## src/rtl/fill_port_responder_pkg.sv

```systemverilog
// Shared definitions for the SDRAM-side cache line-fill responder.
// Latency: n/a (package only).
// Backpressure: n/a (package only).
package fill_port_responder_pkg;

   typedef enum logic [1:0] {
      ST_IDLE    = 2'd0,
      ST_ISSUE   = 2'd1,
      ST_COLLECT = 2'd2,
      ST_EMIT    = 2'd3
   } state_t;

   localparam int BURST_LEN = 4;
   localparam int IDXW      = 2;
   localparam logic [IDXW-1:0] LAST_IDX = IDXW'(BURST_LEN - 1);

   // Optional fill statistics widths.
   localparam int LATW = 8;
   localparam int CNTW = 16;

endpackage

```

## src/rtl/fill_port_responder_line_buffer.sv

```systemverilog
// Four-word line buffer: one synchronous write port, one combinational read port.
// Latency: write visible on read port the cycle after i_we; read is combinational.
// Backpressure: none; every write is accepted. Contents are deliberately not reset.
//
// Ports: clk, i_we/i_wr_idx/i_wr_dat (write), i_rd_idx/o_rd_dat (read).
module fill_line_buffer
   import fill_port_responder_pkg::*;
#(
   parameter int DATAW = 16
)
(
   input  logic             clk,
   input  logic             i_we,
   input  logic [IDXW-1:0]  i_wr_idx,
   input  logic [DATAW-1:0] i_wr_dat,
   input  logic [IDXW-1:0]  i_rd_idx,
   output logic [DATAW-1:0] o_rd_dat
);

   logic [DATAW-1:0] r_mem [BURST_LEN];

   always_ff @(posedge clk) begin
      if (i_we) begin
         r_mem[i_wr_idx] <= i_wr_dat;
      end
   end

   assign o_rd_dat = r_mem[i_rd_idx];

endmodule

```

## src/rtl/fill_port_responder.sv

```systemverilog
// Cache line-fill responder: one 4-word SDRAM burst read, replayed critical-word-first.
// Latency: ctl_req 1 cycle after cache_req; cache_fill 1 cycle after the 4th ctl_valid, words on 4 consecutive cycles.
// Backpressure: ctl_req held until ctl_ack; cache side has none (fixed 4-cycle replay); new requests only taken in IDLE.
//
// Ports: clk/reset_n; cache_req/cache_addr in, cache_fill/cache_data out (cache side);
//        ctl_req/ctl_addr out, ctl_ack/ctl_valid/ctl_data in (SDRAM controller side).
// Optional: define FILLPORT_STATS_EN to add fill_count and fill_latency outputs.
module fill_port_responder
   import fill_port_responder_pkg::*;
#(
   parameter int ADDRW = 25,
   parameter int DATAW = 16
)
(
   input  logic               clk,
   input  logic               reset_n,
   input  logic               cache_req,
   input  logic [31:0]        cache_addr,
   output logic               cache_fill,
   output logic [DATAW-1:0]   cache_data,
   output logic               ctl_req,
   output logic [ADDRW-3:0]   ctl_addr,
   input  logic               ctl_ack,
   input  logic               ctl_valid,
   input  logic [DATAW-1:0]   ctl_data
`ifdef FILLPORT_STATS_EN
   ,
   output logic [CNTW-1:0]    fill_count,
   output logic [LATW-1:0]    fill_latency
`endif
);

   state_t           r_state;
   logic [IDXW-1:0]  r_cnt;       // word counter while collecting, replay counter while emitting
   logic [IDXW-1:0]  r_crit;
   logic             r_ctl_req;
   logic [ADDRW-3:0] r_ctl_addr;
   logic             r_fill;
   logic [DATAW-1:0] r_data;

   logic             w_we;
   logic [IDXW-1:0]  w_rd_idx;
   logic [DATAW-1:0] w_rd_dat;
   logic [DATAW-1:0] w_first;
   logic             w_unused;

   assign w_unused = ^{cache_addr[31:ADDRW+1], cache_addr[0]};

   // A word arriving in the ack cycle is word 0; strays before ack are dropped.
   assign w_we = ctl_valid && ((r_state == ST_ISSUE && ctl_ack) || r_state == ST_COLLECT);

   // While emitting, fetch the word for the next replay cycle.
   assign w_rd_idx = (r_state == ST_EMIT) ? (r_crit + r_cnt + IDXW'(1)) : r_crit;

   // Critical word may be the one arriving right now (crit==3); bypass the buffer.
   assign w_first = (r_crit == r_cnt) ? ctl_data : w_rd_dat;

   fill_line_buffer #(.DATAW(DATAW)) u_buf (
      .clk      (clk),
      .i_we     (w_we),
      .i_wr_idx (r_cnt),
      .i_wr_dat (ctl_data),
      .i_rd_idx (w_rd_idx),
      .o_rd_dat (w_rd_dat)
   );

   always_ff @(posedge clk or negedge reset_n) begin
      if (!reset_n) begin
         r_state    <= ST_IDLE;
         r_cnt      <= '0;
         r_crit     <= '0;
         r_ctl_req  <= 1'b0;
         r_ctl_addr <= '0;
         r_fill     <= 1'b0;
         r_data     <= '0;
      end else begin
         case (r_state)
            ST_IDLE: begin
               r_fill <= 1'b0;
               if (cache_req) begin
                  r_ctl_addr <= cache_addr[ADDRW:3];
                  r_crit     <= cache_addr[2:1];
                  r_cnt      <= '0;
                  r_ctl_req  <= 1'b1;
                  r_state    <= ST_ISSUE;
               end
            end
            ST_ISSUE: begin
               if (ctl_ack) begin
                  r_ctl_req <= 1'b0;
                  r_state   <= ST_COLLECT;
                  if (ctl_valid) begin
                     r_cnt <= r_cnt + IDXW'(1);
                  end
               end
            end
            ST_COLLECT: begin
               if (ctl_valid) begin
                  r_cnt <= r_cnt + IDXW'(1);   // wraps to 0 on the last word, ready for replay
                  if (r_cnt == LAST_IDX) begin
                     r_fill  <= 1'b1;
                     r_data  <= w_first;
                     r_state <= ST_EMIT;
                  end
               end
            end
            ST_EMIT: begin
               r_fill <= 1'b0;
               if (r_cnt == LAST_IDX) begin
                  r_cnt   <= '0;
                  r_state <= ST_IDLE;
               end else begin
                  r_data <= w_rd_dat;
                  r_cnt  <= r_cnt + IDXW'(1);
               end
            end
            default: begin
               r_state <= ST_IDLE;
            end
         endcase
      end
   end

   assign cache_fill = r_fill;
   assign cache_data = r_data;
   assign ctl_req    = r_ctl_req;
   assign ctl_addr   = r_ctl_addr;

`ifdef FILLPORT_STATS_EN
   logic [LATW-1:0] r_lat_run;
   logic [LATW-1:0] r_fill_latency;
   logic [CNTW-1:0] r_fill_count;

   // r_lat_run counts cycles since ctl_req rose; at the cache_fill cycle it equals that distance.
   always_ff @(posedge clk or negedge reset_n) begin
      if (!reset_n) begin
         r_lat_run      <= '0;
         r_fill_latency <= '0;
         r_fill_count   <= '0;
      end else begin
         if (r_state == ST_IDLE && cache_req) begin
            r_lat_run <= '0;
         end else if ((r_state == ST_ISSUE || r_state == ST_COLLECT) && r_lat_run != '1) begin
            r_lat_run <= r_lat_run + LATW'(1);
         end
         if (r_fill) begin
            r_fill_latency <= r_lat_run;
            if (r_fill_count != '1) begin
               r_fill_count <= r_fill_count + CNTW'(1);
            end
         end
      end
   end

   assign fill_count   = r_fill_count;
   assign fill_latency = r_fill_latency;
`endif

endmodule

```

## config.mk

```make
export PLATFORM = sky130hd
export DESIGN_NAME = fill_port_responder
export DESIGN_NICKNAME = d
export VERILOG_FILES = /design/src/rtl/fill_port_responder_pkg.sv /design/src/rtl/fill_port_responder_line_buffer.sv /design/src/rtl/fill_port_responder.sv
export SDC_FILE = /design/constraint.sdc
export NUM_CORES = 1
export LEC_CHECK = 0
export ABC_CLOCK_PERIOD_IN_PS = 3400
export BUFFER_PORTS_ARGS = -buffer_cell sky130_fd_sc_hd__buf_2
export CORE_MARGIN = 10
export CORE_UTILIZATION = 50
export CTS_CLUSTER_SIZE = 24
export DETAILED_ROUTE_END_ITERATION = 7
export PLACE_DENSITY = 0.83
export SLEW_MARGIN = 20
export SYNTH_ARGS = -nofsm -noshare
export SYNTH_HDL_FRONTEND = slang
export SYNTH_SLANG_ARGS = --single-unit
```

## constraint.sdc

```tcl
create_clock -name clk -period 3.4 [get_ports clk]
set_clock_uncertainty 0.2 [all_clocks]
set_input_delay 0.68 -clock clk [delete_from_list [all_inputs] [get_ports clk]]
set_output_delay 0.68 -clock clk [all_outputs]
set_load 0.02 [all_outputs]
```

Yosys cells after proc, flatten, opt, wreduce, memory -nomap -nowiden
Memories as Yosys holds them, arrays and structs flattened.
Cells that the tools add are included.
Word-level totals
  flip-flop bits (word level): 47
  bits in writable memories: 64
  input port bits: 53
  output and inout bits: 41
  logic and storage cells: 61
  memories kept: 1
Operators by class
  $add $sub $neg: 3
  eq/ne operators: 11
  muxes and demuxes: 25
  reductions and logical operators: 14
Memories
  u_buf.r_mem: words 4, bits a word 16, rd ports 1, clocked after memory_dff 0, write ports 1, line fill_port_responder_line_buffer.sv:20  | logic [DATAW-1:0] r_mem [BURST_LEN];
Operators with widths (count)
  two-way mux 16 bit: 4
  case mux 16 bit (2 select lines): 1
  two-way mux 2 bit: 10
  case mux 2 bit (4 select lines): 2
  inequality test 2 bit (second input constant): 4
  equality test 2 bit (second input constant): 3
  two-way mux 1 bit: 6
  AND reduction 3 bit: 2
  nonzero test 2 bit: 3
  AND reduction 5 bit: 1
  adder 2 x 1 -> 2 bit (second input constant): 2
  inequality test 2 x 1 -> 1 bit (second input constant): 2
  case mux 1 bit (2 select lines): 2
  AND reduction 2 bit: 2
  AND reduction 4 bit: 1
  adder 2 bit: 1
  equality test 2 x 1 -> 1 bit (second input constant): 1
  equality test 2 bit: 1
  logical AND 1 bit: 2
  logical NOT 2 bit: 1
  OR reduction 2 bit: 1
  logical OR 1 bit: 1

Logic depth before layout (Yosys ltp)
An unclocked memory read counts as a cell.
  depth in word-level cells: 8
  mapped depth: 9
  gate-level depth less buffers: 6

Hierarchy
Synthesis repeated with hierarchy kept, for this count alone.
Unflattened totals
  cell total of the unflattened synthesis: 292
  area, all modules: 4774.6 µm²
Modules (own cells, without submodules)
  fill_port_responder: times used 1, cells an instance 204, area each 2397.3 µm², sequential area each 1176.1 µm²
  fill_line_buffer: times used 1, cells an instance 88, area each 2377.3 µm², sequential area each 1921.8 µm²

Worst setup path before layout
No wires, ideal clock.
  path type: reg2reg
  start point: reg r_state[0]
  end point: reg r_data[2], in the netlist cache_data[2]
  library setup time: 126 ps
  data arrival time: 2032 ps
  data required time: 3074 ps
  slack: 1041 ps
  stages on the path, launching flop included: 8
  path buffers: 1
  clock period less this slack: 2359 ps
  cell sequence: dfrtp_1 inv_1 ha_1 a21boi_0 a211oi_1 clkbuf_1 and2b_1 a311o_1
On the way
  cells in the longest elaborated chain, start to end: 7
  elaborated cells on any way between the ends: 14
  classes of those cells: eq/ne: 5; mux: 6; reduce/logical: 2; memory: 1
Ends and longest elaborated chain
  start, declared: line fill_port_responder.sv:33  | state_t r_state;
  start signal, assigned: line fill_port_responder.sv:69  | r_state <= ST_IDLE;
  start signal, assigned: line fill_port_responder.sv:85  | r_state <= ST_ISSUE;
  start signal, assigned: line fill_port_responder.sv:91  | r_state <= ST_COLLECT;
  equality test 2 bit: line fill_port_responder.sv:53, fill_port_responder.sv:77
  two-way mux 2 bit: line fill_port_responder.sv:53  | assign w_rd_idx = (r_state == ST_EMIT) ? (r_crit + r_cnt + IDXW'(1)) : r_crit;
  memory (4 x 16 bit)
  two-way mux 16 bit: line fill_port_responder.sv:56  | assign w_first = (r_crit == r_cnt) ? ctl_data : w_rd_dat;
  two-way mux 16 bit: line fill_port_responder.sv:100  | if (r_cnt == LAST_IDX) begin
  two-way mux 16 bit: line fill_port_responder.sv:98  | if (ctl_valid) begin
  case mux 16 bit (2 select lines): line fill_port_responder.sv:77  | case (r_state)
  end signal, assigned: line fill_port_responder.sv:102  | r_data <= w_first;
  end signal, assigned: line fill_port_responder.sv:113  | r_data <= w_rd_dat;
  end, declared: line fill_port_responder.sv:39  | logic [DATAW-1:0] r_data;
Several ways; a longest one is shown, not always the timed one. The select of a mux whose other input is x is not followed.
A chain may end at the register's enable or synchronous reset.

Final worst setup path
  start point: reg r_state[0]
  end point: reg r_data[8], in the netlist cache_data[8]
The elaborated chain is that of the path after synthesis.

==> run_results.csv <==
group,metric,value,unit
sta,worst_slew_pin_slew,0.988,ns
sta,finalSetupTns,0,ns
worst_setup_path,slowest_stage,"nand2_1",
placement,dp_hpwl,7120,um
clock_tree,htreeDepth,3,
floorplan,fp.dieH,118,um
yosys,synth_cell_types,36,
clock_tree,cts_buffers,9,
clock_tree,cts_resized,0,
global_route,grt_max_degree,48,
power_and_ir_drop,p_sw_share,40.9,%
sta,rsz0062_at_grt,"no",
yosys,synth-seq-cells,111,
worst_setup_path,required,3.45,ns
drt,wl,11200,um
clock_tree,cts_setup_buffers,0,
worst_setup_path,r2r_start,"r_state[0]",
floorplan,die_w,118,um
worst_setup_path,crit_cells,5,
worst_setup_path,endpoint_kind,"register",
cells_and_area,design_area,5540,um^2
clock_tree,hold_buffers,0,
cells_and_area,antenna-diode-count,0,
global_route,grt_usage,15.6,%
yosys,netlist_area,4810,um^2
clock_tree,clk_pin_slew,0.10,ns
global_route,grt_pass1_vias,3358,
worst_hold_path,hold_path.class,"input pin to async pin",
power_and_ir_drop,p_sw,2.14,mW
yosys,syn_avg_cell_area,13.7,um^2
worst_setup_path,start_kind,"register",
status,status,"finished, final reports clean",
clock_tree,clockBufferDepth,2,
worst_setup_path,crit_path_start,"r_state[0]",
floorplan,rows,35,
power_and_ir_drop,power.share.clock,13.8,%
job,cap_violations,0,
worst_setup_path,critical-path-top-delay-family,"simple AND/OR/NAND/NOR gates",
sta,drv_slew,0,
yosys,syn-num-nets,415,
cells_and_area,syn_to_final_growth,15.1,%
global_route,overflow,0,
sta,hold_viol_final,0,
placement,gp_congestion,0.775,
power_and_ir_drop,power.density,943,nW/um^2
floorplan,start_util,51.8,%
worst_setup_path,arrival,2.96,ns
drt,final_antenna_net_count,0,
sta,fmax,344,MHz
cells_and_area,num-fill-cells,728,
drt,drc,0,
cells_and_area,final_common_cell,"buf_2",
power_and_ir_drop,seq_power_share,37.4,%
worst_setup_path,setup.worst_path.class,"register to register",
placement,place_area,5360,um^2
global_route,antenna_found_initial,0,
drt,viasPerCell,5.82,
yosys,netlist_instances,350,
drt,wire_per_inst,19.8,um
drt,drt-initial-drc-count,237,
yosys,yosysWarningCount,0,
cells_and_area,layout.cells.non_filler,565,
clock_tree,cts.sinks,111,
drt,first_pass_iters,5,
floorplan,ios,94,
sta,slew_headroom,34.0,%
clock_tree,tritoncts,"yes",
yosys,yosysSeqAreaShare,64.4,%
sta,setup_viol,0,
worst_setup_path,crit_buf_inv,0,
drt,vias,3287,
power_and_ir_drop,p_int,3.08,mW
floorplan,core_area,9280,um^2
sta,fin_crit,2.91,ns
worst_setup_path,critPathMaxFanout,16,
cells_and_area,layout-drive-gt1-share,31.9,%
clock_tree,clk_latency,0.36,ns
floorplan,die-area,13900,um^2
worst_setup_path,critPathMaxStageDelay,0.57,ns
power_and_ir_drop,combPwrFrac,48.8,%
worst_setup_path,r2r_cells,5,
sta,fin_crit_sh,85.5,%
power_and_ir_drop,leakagePower,2.34,nW
placement,port_buffers,86,
cells_and_area,final_cell_mix,"85 x buf_2, 64 x edfxtp_1, 47 x dfrtp_1, 32 x and3_1, 25 x mux2_2",
worst_setup_path,cp_cell_sequence,"ha_1 > or2_1 > nand2_1 > a221o_1 > a311o_1",
global_route,grt_pass1_wl,17600,um
power_and_ir_drop,ir_drop,0.000390,V
clock_tree,cts_root_buffer,"clkbuf_8",
placement,dp_cells,549,
cells_and_area,layout.nets,496,
flip-flops by register name (all words and copies together) (netlist names):
register	flops
r_crit	2
u_buf.r_mem	64
ctl_addr	23
ctl_req	1
r_state	2
r_cnt	2
cache_fill	1
cache_data	16
worst register-to-register path: cells and delay by family, from the launching register on:
family | cells | cell delay [ns]
simple gates | 2 | 1.00
compound gates | 2 | 0.78
flops | 1 | 0.42
fa+ha+maj | 1 | 0.40
layer usage:
layer | GRT usage [%] | vias up | part of all wire, % | routed length (um)
li1 | - | 1507 | - | -
met1 | 19.0 | 1625 | 41 | 4600
met2 | 25.9 | 140 | 51 | 5660
met3 | 3.74 | 15 | 6.8 | 764
met4 | 6.34 | 0 | 1.5 | 169
met5 | 0 | - | 0 | 0
per-stage QoR:
stage / worst slack (ns) / power [mW] / hold WS, ns / util (%)
4_1_cts: 0.509 / 5.23 / 0.312 / 59.6
6_report: 0.492 / 5.22 / 0.119 / 59.6
2_1_floorplan: 1.04 / 3.73 / 0.184 / -
5_1_grt: 0.302 / 5.57 / 0.149 / 59.6
3_3_place_gp: 0.609 / 4.40 / 0.280 / 57.7
3_5_place_dp: 0.528 / 4.52 / 0.288 / 57.7
cell families after synthesis:
family	synth area share [%]
flops	64.4
simple gates	12.2
compound gates	10.7
buf+inv	3.38
mux	5.85
fa+ha+maj	3.12
xor+xnor	0.364
Yosys cell counts:
cell type / count / area [um^2]
xor2_1: 2 / 17.5
edfxtp_1: 64 / 1920
a221o_1: 16 / 160
and2_1: 4 / 25.0
a21oi_1: 2 / 10.0
o2111ai_1: 2 / 17.5
a211oi_1: 1 / 7.51
buf_4: 1 / 7.51
a21boi_0: 1 / 7.51
and2b_1: 3 / 22.5
and2_0: 1 / 6.26
a22o_1: 1 / 8.76
o21ai_0: 21 / 105
a2111oi_0: 1 / 8.76
nor2b_1: 16 / 100
inv_2: 1 / 3.75
nand4_1: 16 / 100
nand3_1: 16 / 80.1
buf_2: 4 / 20.0
and3_1: 32 / 200
a311o_1: 16 / 160
dfrtp_1: 47 / 1180
clkbuf_1: 18 / 67.6
or3_1: 1 / 6.26
mux2_2: 25 / 282
nand2_1: 5 / 18.8
or2_1: 1 / 6.26
o21ai_1: 1 / 5.00
nor2_1: 4 / 15.0
nor3_1: 1 / 5.00
a221oi_1: 1 / 8.76
inv_1: 8 / 30.0
o22ai_1: 1 / 6.26
a31o_2: 1 / 8.76
ha_1: 12 / 150
buf_6: 3 / 33.8
final timing paths:
kind                                 end  slack [ns]
max                        cache_data[8]        0.49
min                         ctl_addr[21]        0.12
max reg2reg                cache_data[8]        0.49
min reg2reg                  ctl_addr[4]        0.31
max in group asynchronous  cache_data[9]        2.47
min in group clk             ctl_addr[4]        0.31
power by group through the flow:
stage	Sequential [mW]	Clock (mW)	Combinational, mW
floorplan	2.26	0	1.48
global placement	1.96	0	2.44
detailed placement	1.98	0	2.54
CTS	1.95	0.733	2.55
global route	1.99	0.792	2.78
finish	1.95	0.720	2.55
area by class of cell:
cell class | instances | area [um^2] | area share [%]
inverters | 9 | 33.8 | 0.610
repair buffers | 96 | 508 | 9.18
well taps | 129 | 161 | 2.92
flip-flops and latches | 111 | 3100 | 56.0
clock inverters | 4 | 30.0 | 0.542
clock buffers | 12 | 145 | 2.62
multi-input cells | 204 | 1560 | 28.2
Power figures use the tool's default switching activity.
